`config.mk`:
```
export PLATFORM = sky130hd
export DESIGN_NAME = spike_rate_encoder_flat
export DESIGN_NICKNAME = d
export VERILOG_FILES = /design/src/rtl/spike_rate_encoder_if.sv /design/src/rtl/spike_rate_encoder.sv /design/src/flat_wrapper.sv
export SDC_FILE = /design/constraint.sdc
export NUM_CORES = 1
export LEC_CHECK = 0
export ABC_AREA = 1
export BUFFER_PORTS_ARGS = -buffer_cell sky130_fd_sc_hd__buf_2
export CORE_ASPECT_RATIO = 0.7
export CORE_UTILIZATION = 47
export DETAILED_ROUTE_END_ITERATION = 7
export GPL_TIMING_DRIVEN = 0
export PLACE_DENSITY_LB_ADDON = 0.2
export SYNTH_ARGS = -nofsm -noshare
export SYNTH_HDL_FRONTEND = slang
export SYNTH_SLANG_ARGS = --single-unit
```
`constraint.sdc`:
```
create_clock -name clk -period 3.55 [get_ports clk]
set_input_delay 0.355 -clock clk [delete_from_list [all_inputs] [get_ports clk]]
set_output_delay 0.355 -clock clk [all_outputs]
set_load 0.05 [all_outputs]
```
`src/rtl/spike_rate_encoder_if.sv`:
```
// Stimulus-load channel for the spike rate encoder: one valid/ready handshake
// carrying the three 8-bit channel intensities.
interface spike_rate_encoder_if;
  logic       in_valid;
  logic       in_ready;
  logic [7:0] i0;
  logic [7:0] i1;
  logic [7:0] i2;

  modport master (
    output in_valid,
    output i0,
    output i1,
    output i2,
    input  in_ready
  );

  modport slave (
    input  in_valid,
    input  i0,
    input  i1,
    input  i2,
    output in_ready
  );
endinterface

```
`src/rtl/spike_rate_encoder.sv`:
```
// Three-channel deterministic rate encoder: each channel's phase accumulator
// carry becomes a spike, giving floor(i*WINDOW/256) spikes per window.
module spike_rate_encoder #(
  parameter int WINDOW = 64,
  parameter int GAP    = 4
) (
  input  logic                 clk,
  input  logic                 reset,
  spike_rate_encoder_if.slave  in_bus,
  input  logic                 stop,
  output logic                 x0,
  output logic                 x1,
  output logic                 x2,
  output logic                 busy,
  output logic                 done,
  output logic [7:0]           cnt0,
  output logic [7:0]           cnt1,
  output logic [7:0]           cnt2
);

  typedef enum logic [1:0] {S_IDLE, S_ENCODE, S_GAP} state_t;

  localparam logic [7:0] WIN_LAST = 8'(WINDOW);
  localparam logic [7:0] GAP_LAST = (GAP == 0) ? 8'd0 : 8'(GAP - 1);

  state_t     state;
  state_t     next_state;
  logic [7:0] step_cnt;
  logic [7:0] gap_cnt;
  logic [7:0] din [3];
  logic [7:0] lat [3];
  logic [7:0] acc [3];
  logic [7:0] cnt [3];
  logic [8:0] sum [3];
  logic [2:0] spike;
  logic       accept;
  logic       do_step;
  logic       finish;
  logic       abort;

  assign din[0] = in_bus.i0;
  assign din[1] = in_bus.i1;
  assign din[2] = in_bus.i2;

  assign in_bus.in_ready = (state == S_IDLE) && !reset;
  assign busy = (state != S_IDLE);
  assign x0   = spike[0];
  assign x1   = spike[1];
  assign x2   = spike[2];
  assign cnt0 = cnt[0];
  assign cnt1 = cnt[1];
  assign cnt2 = cnt[2];

  always_comb begin
    for (int n = 0; n < 3; n++) begin
      sum[n] = {1'b0, acc[n]} + {1'b0, lat[n]};
    end
  end

  always_ff @(posedge clk) begin
    if (reset) begin
      state <= S_IDLE;
    end else begin
      state <= next_state;
    end
  end

  // stop outranks the end-of-window transition, so an aborted window never pulses done
  always_comb begin
    next_state = state;
    accept     = 1'b0;
    do_step    = 1'b0;
    finish     = 1'b0;
    abort      = 1'b0;
    case (state)
      S_IDLE: begin
        if (in_bus.in_valid) begin
          accept     = 1'b1;
          next_state = S_ENCODE;
        end
      end
      S_ENCODE: begin
        if (stop) begin
          abort      = 1'b1;
          next_state = S_IDLE;
        end else if (step_cnt == WIN_LAST) begin
          finish     = 1'b1;
          next_state = (GAP == 0) ? S_IDLE : S_GAP;
        end else begin
          do_step = 1'b1;
        end
      end
      S_GAP: begin
        if (stop) begin
          abort      = 1'b1;
          next_state = S_IDLE;
        end else if (gap_cnt == GAP_LAST) begin
          next_state = S_IDLE;
        end
      end
      default: next_state = S_IDLE;
    endcase
  end

  always_ff @(posedge clk) begin
    if (reset) begin
      step_cnt <= 8'd0;
      gap_cnt  <= 8'd0;
      spike    <= 3'b000;
      done     <= 1'b0;
      for (int n = 0; n < 3; n++) begin
        lat[n] <= 8'd0;
        acc[n] <= 8'd0;
        cnt[n] <= 8'd0;
      end
    end else begin
      done <= finish;
      if (accept) begin
        step_cnt <= 8'd0;
        spike    <= 3'b000;
        for (int n = 0; n < 3; n++) begin
          lat[n] <= din[n];
          acc[n] <= 8'd0;
          cnt[n] <= 8'd0;
        end
      end
      // The 9th sum bit is the accumulator overflow, i.e. this step's spike
      if (do_step) begin
        step_cnt <= step_cnt + 8'd1;
        for (int n = 0; n < 3; n++) begin
          spike[n] <= sum[n][8];
          acc[n]   <= sum[n][7:0];
          cnt[n]   <= cnt[n] + {7'd0, sum[n][8]};
        end
      end
      if (finish || abort) begin
        spike <= 3'b000;
      end
      if (finish) begin
        gap_cnt <= 8'd0;
      end else if (state == S_GAP) begin
        gap_cnt <= gap_cnt + 8'd1;
      end
    end
  end

endmodule

```
`src/flat_wrapper.sv`:
```
// flat-port wrapper written by rule: the top's interface ports become plain ports
module spike_rate_encoder_flat 
#(
  parameter int WINDOW = 64,
  parameter int GAP    = 4
)
  (clk, reset, stop, x0, x1, x2, busy, done, cnt0, cnt1, cnt2, in_bus_in_valid, in_bus_i0, in_bus_i1, in_bus_i2, in_bus_in_ready);
  spike_rate_encoder_if in_bus_i ();
  input  logic clk;
  input  logic reset;
  input  logic stop;
  output logic x0;
  output logic x1;
  output logic x2;
  output logic busy;
  output logic done;
  output logic [7:0] cnt0;
  output logic [7:0] cnt1;
  output logic [7:0] cnt2;
  input wire logic [$bits(in_bus_i.in_valid)-1:0] in_bus_in_valid;
  input wire logic [$bits(in_bus_i.i0)-1:0] in_bus_i0;
  input wire logic [$bits(in_bus_i.i1)-1:0] in_bus_i1;
  input wire logic [$bits(in_bus_i.i2)-1:0] in_bus_i2;
  output wire logic [$bits(in_bus_i.in_ready)-1:0] in_bus_in_ready;
  assign in_bus_i.in_valid = in_bus_in_valid;
  assign in_bus_i.i0 = in_bus_i0;
  assign in_bus_i.i1 = in_bus_i1;
  assign in_bus_i.i2 = in_bus_i2;
  assign in_bus_in_ready = in_bus_i.in_ready;
  spike_rate_encoder #(.WINDOW(WINDOW), .GAP(GAP)) u_core (.clk(clk), .reset(reset), .in_bus(in_bus_i), .stop(stop), .x0(x0), .x1(x1), .x2(x2), .busy(busy), .done(done), .cnt0(cnt0), .cnt1(cnt1), .cnt2(cnt2));
endmodule
```
# Yosys cells after proc, flatten, opt, wreduce, memory -nomap -nowiden
# Memory sizes are Yosys's and may differ from the RTL's.
# Index checks and enable logic that the tools add are counted.
[word_totals] ff_bits=22 ram_bits=72 in_bits=28 out_inout_bits=30 elab_cells=91 n_memories=3
[classes] n_addsub=8 n_eq_ne=7 muxes=43 bitwise_logic=15 n_reduce_logical=10
[mem_list] name="u_core.acc" words=3 word_bits=8 rd=3 rd_clocked_by_memory_dff=0 write_ports=3 line="spike_rate_encoder.sv:32" source="logic [7:0] acc [3];"
[mem_list] name="u_core.cnt" words=3 word_bits=8 rd=3 rd_clocked_by_memory_dff=0 write_ports=3 line="spike_rate_encoder.sv:33" source="logic [7:0] cnt [3];"
[mem_list] name="u_core.lat" words=3 word_bits=8 rd=3 rd_clocked_by_memory_dff=0 write_ports=3 line="spike_rate_encoder.sv:31" source="logic [7:0] lat [3];"
[op_table] operator="8-bit two-way mux" n=17
[op_table] operator="8-bit by 8-bit adder with 9-bit output" n=3
[op_table] operator="8-bit by 1-bit adder with 8-bit output" n=3
[op_table] operator="1-bit two-way mux" n=18
[op_table] operator="8-bit by 1-bit adder with 8-bit output, second input constant" n=2
[op_table] operator="1-bit bitwise OR" n=15
[op_table] operator="2-bit two-way mux" n=5
[op_table] operator="8-bit by 2-bit equality test with 1-bit output, second input constant" n=1
[op_table] operator="8-bit by 7-bit equality test with 1-bit output, second input constant" n=1
[op_table] operator="3-bit two-way mux" n=2
[op_table] operator="3-bit by 2-bit != test with 1-bit output, second input constant" n=2
[op_table] operator="2-bit case mux with 3 select lines" n=1
[op_table] operator="2-bit OR reduction" n=3
[op_table] operator="2-bit nonzero test" n=2
[op_table] operator="3-bit AND reduction" n=1
[op_table] operator="2-bit by 1-bit equality test with 1-bit output, second input constant" n=1
[op_table] operator="2-bit equality test, second input constant" n=1
[op_table] operator="2-bit logical NOT" n=1
[op_table] operator="2-bit != test, second input constant" n=1
[op_table] operator="1-bit logical AND" n=1
[op_table] operator="1-bit logical NOT" n=1
[op_table] operator="1-bit logical OR" n=1

# Longest topological paths before layout
[depth] depth_word=8 ltp_mapped=17 ltp_nobuf=17

# Worst setup path after synthesis
# OpenSTA, ideal clock, no wires.
[synth_timing] kind="register to register" start="register u_core.step_cnt[0]" end="memory u_core.acc[0][0] (enable)" setup_ns=0.718 arrival_ns=2.108 required_ns=2.832 path_slack_ns=0.723 path_stages_with_launch=6 n_path_buf=0 period_less_slack_ns=2.827 path_cell_list="dfxtp_1 -> inv_1 -> ha_1 -> nand3_4 -> o21ai_4 -> nand3_1"
[synth_lines] item="start, declared" line="spike_rate_encoder.sv:28" source="logic [7:0] step_cnt;"
[synth_lines] item="start signal, assigned" line="spike_rate_encoder.sv:129" source="step_cnt <= step_cnt + 8'd1;"
[synth_lines] item="end, declared" line="spike_rate_encoder.sv:32"

==> results.cfg <==
[floorplan]
row_count = 31
die_w_um = 128
initial_core_util_pct = 49.1
core_area_um2 = 10600
ios = 58
die_y_um = 89.9
die-area_um2 = 11500

[synthesis]
synthDistinctLibCells = 32
synth_warnings = 0
synth.avg_cell_area_um2 = 9.14
syn-num-nets = 634
yosys_register_bits = 94
yosysSeqAreaShare_pct = 50.2
synth_cells = 567
syn_area_um2 = 5180

[setup_path]
arrival_ns = 2.86
cp-start-kind = flop
crit_type = reg2reg
cp_max_fo = 4
endpoint_kind = flop
worstPathRequired_ns = 3.65

[cells_and_area]
drive_gt1_share_pct = 17.3
multi_input_area_um2 = 2160
fin_cells = 789
area_delta_synth_final_pct = 15.6
ff_latch_area_um2 = 2600
antennaDiodeCount = 0
fillers = 971
nets = 703

[grt]
grt_pass1_vias = 3819
gr-total-overflow = 0
antenna_found_initial = 0
grt_start_max_net_pins = 27
grt_usage_pct = 19.3
grt_first_pass_wirelength_um = 17400

[routing]
antenna_left = 0
route.detailed.drc = 0
num_vias = 3806
via_per_inst = 4.82
drtIter0Drc = 235
routed_wl_um = 10000
wl_per_cell_um = 12.7
drtPass1Iterations = 4

[clock_network]
cts_buffer_depth = 2
cts-root-buf = clkbuf_16
cts_tree = done
clock_latency_ns = 0.34
ctsResizeCount = 0
cts_buffers = 9
postCtsSetupRepairBufs = 0
cts_sinks = 94
hold_buffers = 0
path_clk_slew_ns = 0.07
h-tree-depth = 3

[pwr]
leakage_nw = 2.87
power_density_nw_per_um2 = 692
vdd_drop_max_uv = 534

[sta]
hold_viol = 0
setup_viol_count_final = 0
fin_worst_hold_slack_ns = 0.305
slew-limit-headroom_pct = 25.4
slew_viol_final = 0
min_period_ns = 2.76
clock_skew_ns = 0.00931
grt_setup_unrepaired = no
tightestPinTransition_ns = 1.12
fmax_ghz = 0.362
fin_crit_sh_pct = 77.8

[flow_run]
cap_violations = 0

[status]
status = finished, final reports clean

[hold_path]
hold_path.class = in2reg

[placed_design]
hpwl_um = 7270
gp_congestion = 0.848
port-buffer-count = 57
placed_cells = 773
where the power goes:
group / internal [mW] / switching (mW) / total (mW) / leakage [nW]
Combinational: 0.433 / 1.07 / 1.51 / 1.75
Clock: 0.603 / 0.399 / 1.00 / 0.156
Sequential: 1.50 / 0.136 / 1.64 / 0.960
sequential cells by signal (all words and copies together) (netlist names):
register / cells
u_core.cnt: 24
u_core.done: 1
u_core.step_cnt: 8
u_core.gap_cnt: 8
u_core.spike: 3
u_core.lat: 24
u_core.state: 2
u_core.acc: 24
critical path, stage by stage (launching register included):
cell and delay, ns:
edfxtp_1 0.33, ha_1 0.16, inv_1 0.05, fa_1 0.36, inv_1 0.13, nand3_1 0.09
nand2_1 0.18, nand3_1 0.09, nand2_1 0.16, ha_1 0.20, ha_1 0.17, nand2_1 0.06
inv_1 0.08, nand2_1 0.07, nor2_1 0.13, nand2_1 0.08, xor2_1 0.13, nor2_1 0.05
routing by layer:
layer / wire [um] / GRT usage, % / up-vias / part of all wire, %
met3: 464 / 5.54 / 2 / 4.6
met5: 0 / 0 / - / 0
met2: 4450 / 30.5 / 67 / 45
li1: - / - / 1991 / -
met1: 5040 / 26.5 / 1746 / 50
met4: 39 / 3.77 / 0 / 0.39
cells in the final DEF, fill, tap and decap left out, types with 3 or more instances in the layout:
cell type  count
nor2_1        83
buf_2         59
edfxtp_1      72
a21oi_1       38
xor2_1         8
or2_2          3
fa_1           3
nand3_1       34
nand2_1       99
clkbuf_8       3
dfxtp_1       22
o21ai_0        9
clkbuf_16      9
o21ai_2        7
buf_6          4
nor2_8         3
inv_1         95
and3_1         4
a21oi_2        9
a21o_1         5
o21bai_1       4
nor3_1         7
nor3b_1        4
ha_1          36
stage by stage:
| step | total power [mW] | utilization (%) | cell area [um2] | worst slack, ns | setup TNS (ns) |
|---|---|---|---|---|---|
| 2_1_floorplan | 2.80 | - | 5180 | 0.723 | 0 |
| 4_1_cts | 4.18 | 56.8 | 5990 | 0.795 | 0 |
| 5_1_grt | 4.44 | 56.8 | 5990 | 0.521 | 0 |
| 6_report | 4.14 | 56.8 | 5990 | 0.789 | 0 |
| 3_5_place_dp | 3.17 | 53.8 | 5680 | 0.835 | 0 |
| 3_3_place_gp | 3.12 | 53.6 | 5660 | -0.322 | -15.50 |
cells in the mapped netlist (all sizes together):
| master | number | area (um2) |
|---|---|---|
| a21o | 5 | 37.5 |
| a21oi | 47 | 269 |
| and3 | 4 | 25.0 |
| buf | 6 | 55.1 |
| dfxtp | 22 | 440 |
| edfxtp | 72 | 2160 |
| fa | 3 | 60.1 |
| ha | 36 | 450 |
| inv | 98 | 373 |
| nand2 | 101 | 384 |
| nand3 | 36 | 193 |
| nand4 | 2 | 12.5 |
| nor2 | 88 | 389 |
| nor3 | 7 | 35.0 |
| nor3b | 4 | 30.0 |
| o21ai | 19 | 133 |
| o21bai | 4 | 30.0 |
| or2 | 3 | 18.8 |
| xnor2 | 2 | 17.5 |
| xor2 | 8 | 70.1 |
layout make-up:
class,count,share of cell area (%)
multi-input cells,369,36.0
clock inverters,3,0.689
flip-flops and latches,94,43.4
inverters,98,6.22
plain buffers,6,0.919
well taps,148,3.09
clock buffers,13,4.51
repair buffers,58,5.10
worst paths after layout:
kind                                  startpoint                               to  slack, ns  cells past startpoint
setup / recovery  u_core.lat[0][8]$_SDFFCE_PN0P_  u_core.cnt[0][14]$_SDFFCE_PN0P_       0.79                     17
hold / removal                      in_bus_i2[0]  u_core.lat[0][16]$_SDFFCE_PN0P_       0.30                      3
setup reg to reg  u_core.lat[0][8]$_SDFFCE_PN0P_  u_core.cnt[0][14]$_SDFFCE_PN0P_       0.79                     17
hold reg to reg   u_core.gap_cnt[7]$_SDFFE_PP0N_   u_core.gap_cnt[7]$_SDFFE_PP0N_       0.46                      2
kinds of logic (layout without fill, tap and decap cells):
| group | Yosys count | after routing | synth area share (%) |
|---|---|---|---|
| xor gates and xnor gates | 10 | 10 | 1.69 |
| buffers and inverters | 104 | 178 | 8.25 |
| AOI/OAI and AO/OA | 75 | 75 | 9.05 |
| adders and majority gates | 39 | 39 | 9.85 |
| and+or+nand+nor | 245 | 245 | 21.0 |
| DFF | 94 | 94 | 50.2 |
Power figures use the tool's default switching activity.
